### src/rtl/lfsr_pkg.sv
`default_nettype none
// ============================================================================
//  Module      : lfsr_pkg
//  Description : Shared LFSR polynomial constants and helpers for the
//                galois_lfsr generator and galois_lfsr_checker receiver.
//  Revision    : 1.0 - initial release
// ============================================================================
package lfsr_pkg;

    localparam int c_lfsr_max_width = 32;

    // Coefficients of x^0..x^(W-1); x^W is implied.
    localparam logic [31:0] c_poly_w4  = 32'h0000_0009;
    localparam logic [31:0] c_poly_w8  = 32'h0000_0071;
    localparam logic [31:0] c_poly_w16 = 32'h0000_6801;
    localparam logic [31:0] c_poly_w32 = 32'h0040_0007;

    localparam logic [1:0] c_st_hunt   = 2'd0;
    localparam logic [1:0] c_st_verify = 2'd1;
    localparam logic [1:0] c_st_locked = 2'd2;

    function automatic logic [31:0] lfsr_default_poly(input int width);
        logic [31:0] poly;
        case (width)
            4:       poly = c_poly_w4;
            16:      poly = c_poly_w16;
            32:      poly = c_poly_w32;
            default: poly = c_poly_w8;
        endcase
        return poly;
    endfunction

    // history[0] is the oldest sequence bit; the result is the next bit.
    function automatic logic lfsr_next_bit(input logic [31:0] history,
                                           input logic [31:0] poly);
        return ^(history & poly);
    endfunction

    function automatic logic [5:0] popcount(input logic [31:0] value);
        logic [5:0] count;
        count = '0;
        for (int i = 0; i < 32; i++) begin
            count = count + {5'd0, value[i]};
        end
        return count;
    endfunction

endpackage
`default_nettype wire

### src/rtl/lfsr_predict.sv
`default_nettype none
// ============================================================================
//  Module      : lfsr_predict
//  Description : Combinational N-step LFSR predictor. Emits the predicted bits
//                of one beat (oldest in the MSB) and the advanced history.
//  Revision    : 1.0 - initial release
// ============================================================================
module lfsr_predict
    import lfsr_pkg::*;
#(
    parameter int              LFSR_WIDTH                 = 8,
    parameter int              LFSR_OUTPUT_BITS_PER_CLOCK = 6,
    parameter logic [LFSR_WIDTH-1:0] LFSR_POLY            = LFSR_WIDTH'(c_poly_w8)
) (
    input  logic [LFSR_WIDTH-1:0]                 i_hist,
    input  logic [LFSR_OUTPUT_BITS_PER_CLOCK-1:0] i_rx_bits,
    input  logic                                  i_free_run,
    output logic [LFSR_OUTPUT_BITS_PER_CLOCK-1:0] o_pred_bits,
    output logic [LFSR_WIDTH-1:0]                 o_hist_next
);

    localparam int c_n = LFSR_OUTPUT_BITS_PER_CLOCK;

    logic [LFSR_WIDTH-1:0] w_h;
    logic                  w_bit;
    logic                  w_shift_in;

    // Free-run shifts in the prediction; load mode shifts in what was received.
    always_comb begin
        w_h         = i_hist;
        w_bit       = 1'b0;
        w_shift_in  = 1'b0;
        o_pred_bits = '0;
        for (int k = 0; k < c_n; k++) begin
            w_bit                = lfsr_next_bit(c_lfsr_max_width'(w_h),
                                                 c_lfsr_max_width'(LFSR_POLY));
            o_pred_bits[c_n-1-k] = w_bit;
            w_shift_in           = i_free_run ? w_bit : i_rx_bits[c_n-1-k];
            w_h                  = {w_shift_in, w_h[LFSR_WIDTH-1:1]};
        end
        o_hist_next = w_h;
    end

endmodule
`default_nettype wire

### config.mk
export PLATFORM = sky130hd
export DESIGN_NAME = lfsr_predict
export DESIGN_NICKNAME = d
export VERILOG_FILES = /design/src/rtl/lfsr_pkg.sv /design/src/rtl/lfsr_predict.sv
export SDC_FILE = /design/constraint.sdc
export NUM_CORES = 1
export LEC_CHECK = 0
export CORE_AREA = 2 2 39 41
export DETAILED_ROUTE_END_ITERATION = 6
export DIE_AREA = 0 0 41 43
export PLACE_DENSITY = 0.68
export SLEW_MARGIN = 15
export SYNTH_ARGS = -nofsm -noshare
export SYNTH_HDL_FRONTEND = slang
export SYNTH_SLANG_ARGS = --single-unit
### constraint.sdc
create_clock -name vclk -period 3.2
set_clock_uncertainty 0.1 [all_clocks]
set_input_delay 0.48 -clock vclk [all_inputs]
set_output_delay 0.48 -clock vclk [all_outputs]
set_load 0.03 [all_outputs]
# == Word level (Yosys, flattened, before mapping) ==
# Cells that the tools add are included.
# op_classes
muxes,6
n_reduce_logical,6
# ops
cell,count
$reduce_xor 32->1,6
$mux 1,6
# totals
reg_bits,0
out_inout_bits,14
wordCells,12

# == Logic depth before layout (Yosys ltp) ==
# logic_depth
ltp_word,6
mapped_depth,6
ltp_nobuf,5

# == Least setup slack after synthesis ==
# No wires, ideal clock.
# synth_timing
path_type,input-to-output
start,in i_hist[4]
end,out o_pred_bits[2]
arrival_time_ps,2352
required_time_ps,2620
path_slack_ps,268
cell_stages,5
cell_sequence,xnor2_1 xor2_1 mux2i_1 xnor2_1 xnor2_1
# synth_between
elab_chain_cells,3
# synth_rtl
item,line_no,rtl
from (decl),lfsr_predict.sv:15,"input logic [LFSR_WIDTH-1:0] i_hist,"
$reduce_xor 32->1,lfsr_pkg.sv:36,return ^(history & poly);
net o_pred_bits[5],lfsr_predict.sv:18,"output logic [LFSR_OUTPUT_BITS_PER_CLOCK-1:0] o_pred_bits,"
$mux 1,lfsr_predict.sv:38,w_shift_in = i_free_run ? w_bit : i_rx_bits[c_n-1-k];
$reduce_xor 32->1,lfsr_pkg.sv:36,
to (decl),lfsr_predict.sv:18,
# The timed path passes the listed nets, and every way through them passes these cells.

# == Worst setup path after layout ==
# layout_timing
start,in i_hist[7]
end,out o_hist_next[4]
# layout_between
elab_chain_cells,2
# layout_rtl
item,line_no,rtl
$reduce_xor 32->1,lfsr_pkg.sv:36,
$mux 1,lfsr_predict.sv:38,
to (decl),lfsr_predict.sv:19,output logic [LFSR_WIDTH-1:0] o_hist_next
# No other way between the ends.

==> out/qor.txt <==
Post-CTS setup buffers = 0
Post-Syn Nets = 57
IO Pins = 29
Seq/Total Area, Yosys = 0%
Ant. Diodes = 0
Drt first pass iters = 1
Rel. slew slack = 68.8%
Post-synth cell types = 12
Area of the die = 1760 um2
CLK BUF = 0
DP HPWL = 689 um
CP endpoint kind = output port
Met1 WL = 325 um
Synthesis Warnings = 0
CP Data Required Time = 2.62 ns
Synth cell count leaders = xnor2_1 (12), xor2_1 (9), a21oi_1 (4), buf_4 (4), nor2_1 (4)
Largest net degree at the start of global routing = 12
Slew Viols, Final = 0
DP Worst Slack = 0.0739 ns
Via count of the first global-routing pass = 281
Status = finished, final reports clean
Top-count cell post-synth = xnor2_1
Routed wire length on met3 = 76 um
Setup ws final = 0.136 ns
Hold_ws = 1.55 ns
Post-Synthesis Cell Area = 359 um2
First-pass GRT wire length = 1.05 mm
Critical Path AT = 2.48 ns
DRT Wirelength = 738 um
RSZ-0062 raised after global routing = no
Final Cycle Share = 95.8%
Hold Crit Class = input port to output port
Top cells by area, synth = xnor2_1 (29%), xor2_1 (22%), xnor2_2 (9.1%)
Worst-margin pin slew = 0.467 ns
Ratio of cells with drive above 1 in the final layout = 15.2%
Fmax = 0.326 GHz
DR WL met2 = 335 um
Power per cell area = 421 nW/um2
Cell Area, Placed = 623 um2
Dpl cells = 82
Port Buf Inserts = 29
Setup TNS Final = 0 ns
Final #Nets = 83
Congestion Overflow GR = 0
Post-synthesis average cell area = 8.55 um2
Via count = 328
Max-Cap Viols = 0
Synth-to-Final Area Change = 75.6%
# DRC = 0
Synth Instances = 42
Final cell count without fillers = 82
DR vias/cell = 4.00
Leakage = 0.257 nW
Final hold viol count = 0
Largest area contributor in the netlist = xnor2_1
Fill cells = 142
DIE HEIGHT = 43 um
Worst vdd ir = 0.174 mV
Critical path type = input port to output port
Seq_cells = 0
Die X = 41 um
Startpoint types = input port
WL per Instance = 9.00 um
Total GRT Usage = 7.92%
Top Layer Used = met3
First DRT Iteration DRCs = 0
Design area = 631 um2
Final setup violation count = 0
DRT antenna net count = 0
# rows = 14
Core area = 1380 um2
Initial antenna violation count = 0
Starting Density = 25.9%
Placer congestion estimate = 0.689
Top cell type's share of synthesized area = 29.3%
Tmin final = 3.06 ns
Flip-flop and latch area = 0 um2
CP max FO = 4
-- what timing repair did --
action | 4_1_cts | 5_1_grt
endpoints found under the setup margin | 0 | 2
gates resized for setup | 0 | 1
hold buffers | 0 | 0
-- power breakdown --
part	total [mW]	switching [mW]	internal, mW	leakage, nW
Clock	0	0	0	0
Combinational	0.266	0.145	0.121	0.257
Sequential	0	0	0	0
Total	0.266	0.145	0.121	0.257
-- layout by cell type (no fill, tap or decap) --
cell type and instances:
xor2_1 9, mux2_2 1, inv_1 2, a21oi_1 4, nor2_1 4, mux2i_4 1, clkdlybuf4s50_1 24, xnor3_1 1
mux2i_1 1, xnor2_1 11, xnor2_2 3, buf_4 5
-- area by class of cell --
class	instances	area (um2)	share of cell area [%]
Timing Repair Buffer	29	278	44.0
Multi-Input combinational cell	35	325	51.6
Inverter	2	7.51	1.19
Tap cell	16	20.0	3.17
-- cell families (layout without fill, tap and decap cells) --
family,Yosys count,in the layout,share of synthesized area (%)
AO/OA/AOI/OAI,4,4,5.58
AND/OR/NAND/NOR,4,4,4.18
XOR/XNOR,24,24,66.6
buffers and inverters,7,31,11.5
multiplexers,3,3,12.2
-- metrics by stage --
stage | utilization, % | total power [mW]
CTS | 45.0 | 0.268
floorplan | - | 0.183
global placement | 45.0 | 0.266
finish | 45.6 | 0.266
detailed placement | 45.0 | 0.268
global route | 45.6 | 0.282
-- path summary, 6_finish.rpt --
kind	start	endpoint	slack [ns]	cells after the start
min	i_rx_bits[1]	o_hist_next[6]	1.55	4
max	i_hist[7]	o_hist_next[4]	0.14	6
-- metal layers --
metal / track usage, % / up-vias
li1: - / 178
met1: 11.9 / 133
met2: 13.1 / 17
met3: 0 / 0
met4: 0 / 0
met5: 0 / -
-- worst max-delay path, stage by stage --
cell	delay, ns
clkdlybuf4s50_1	0.57
xor2_1	0.27
xnor2_1	0.17
xor2_1	0.15
mux2_2	0.18
clkdlybuf4s50_1	0.67
(Power assumes the default switching activity.)
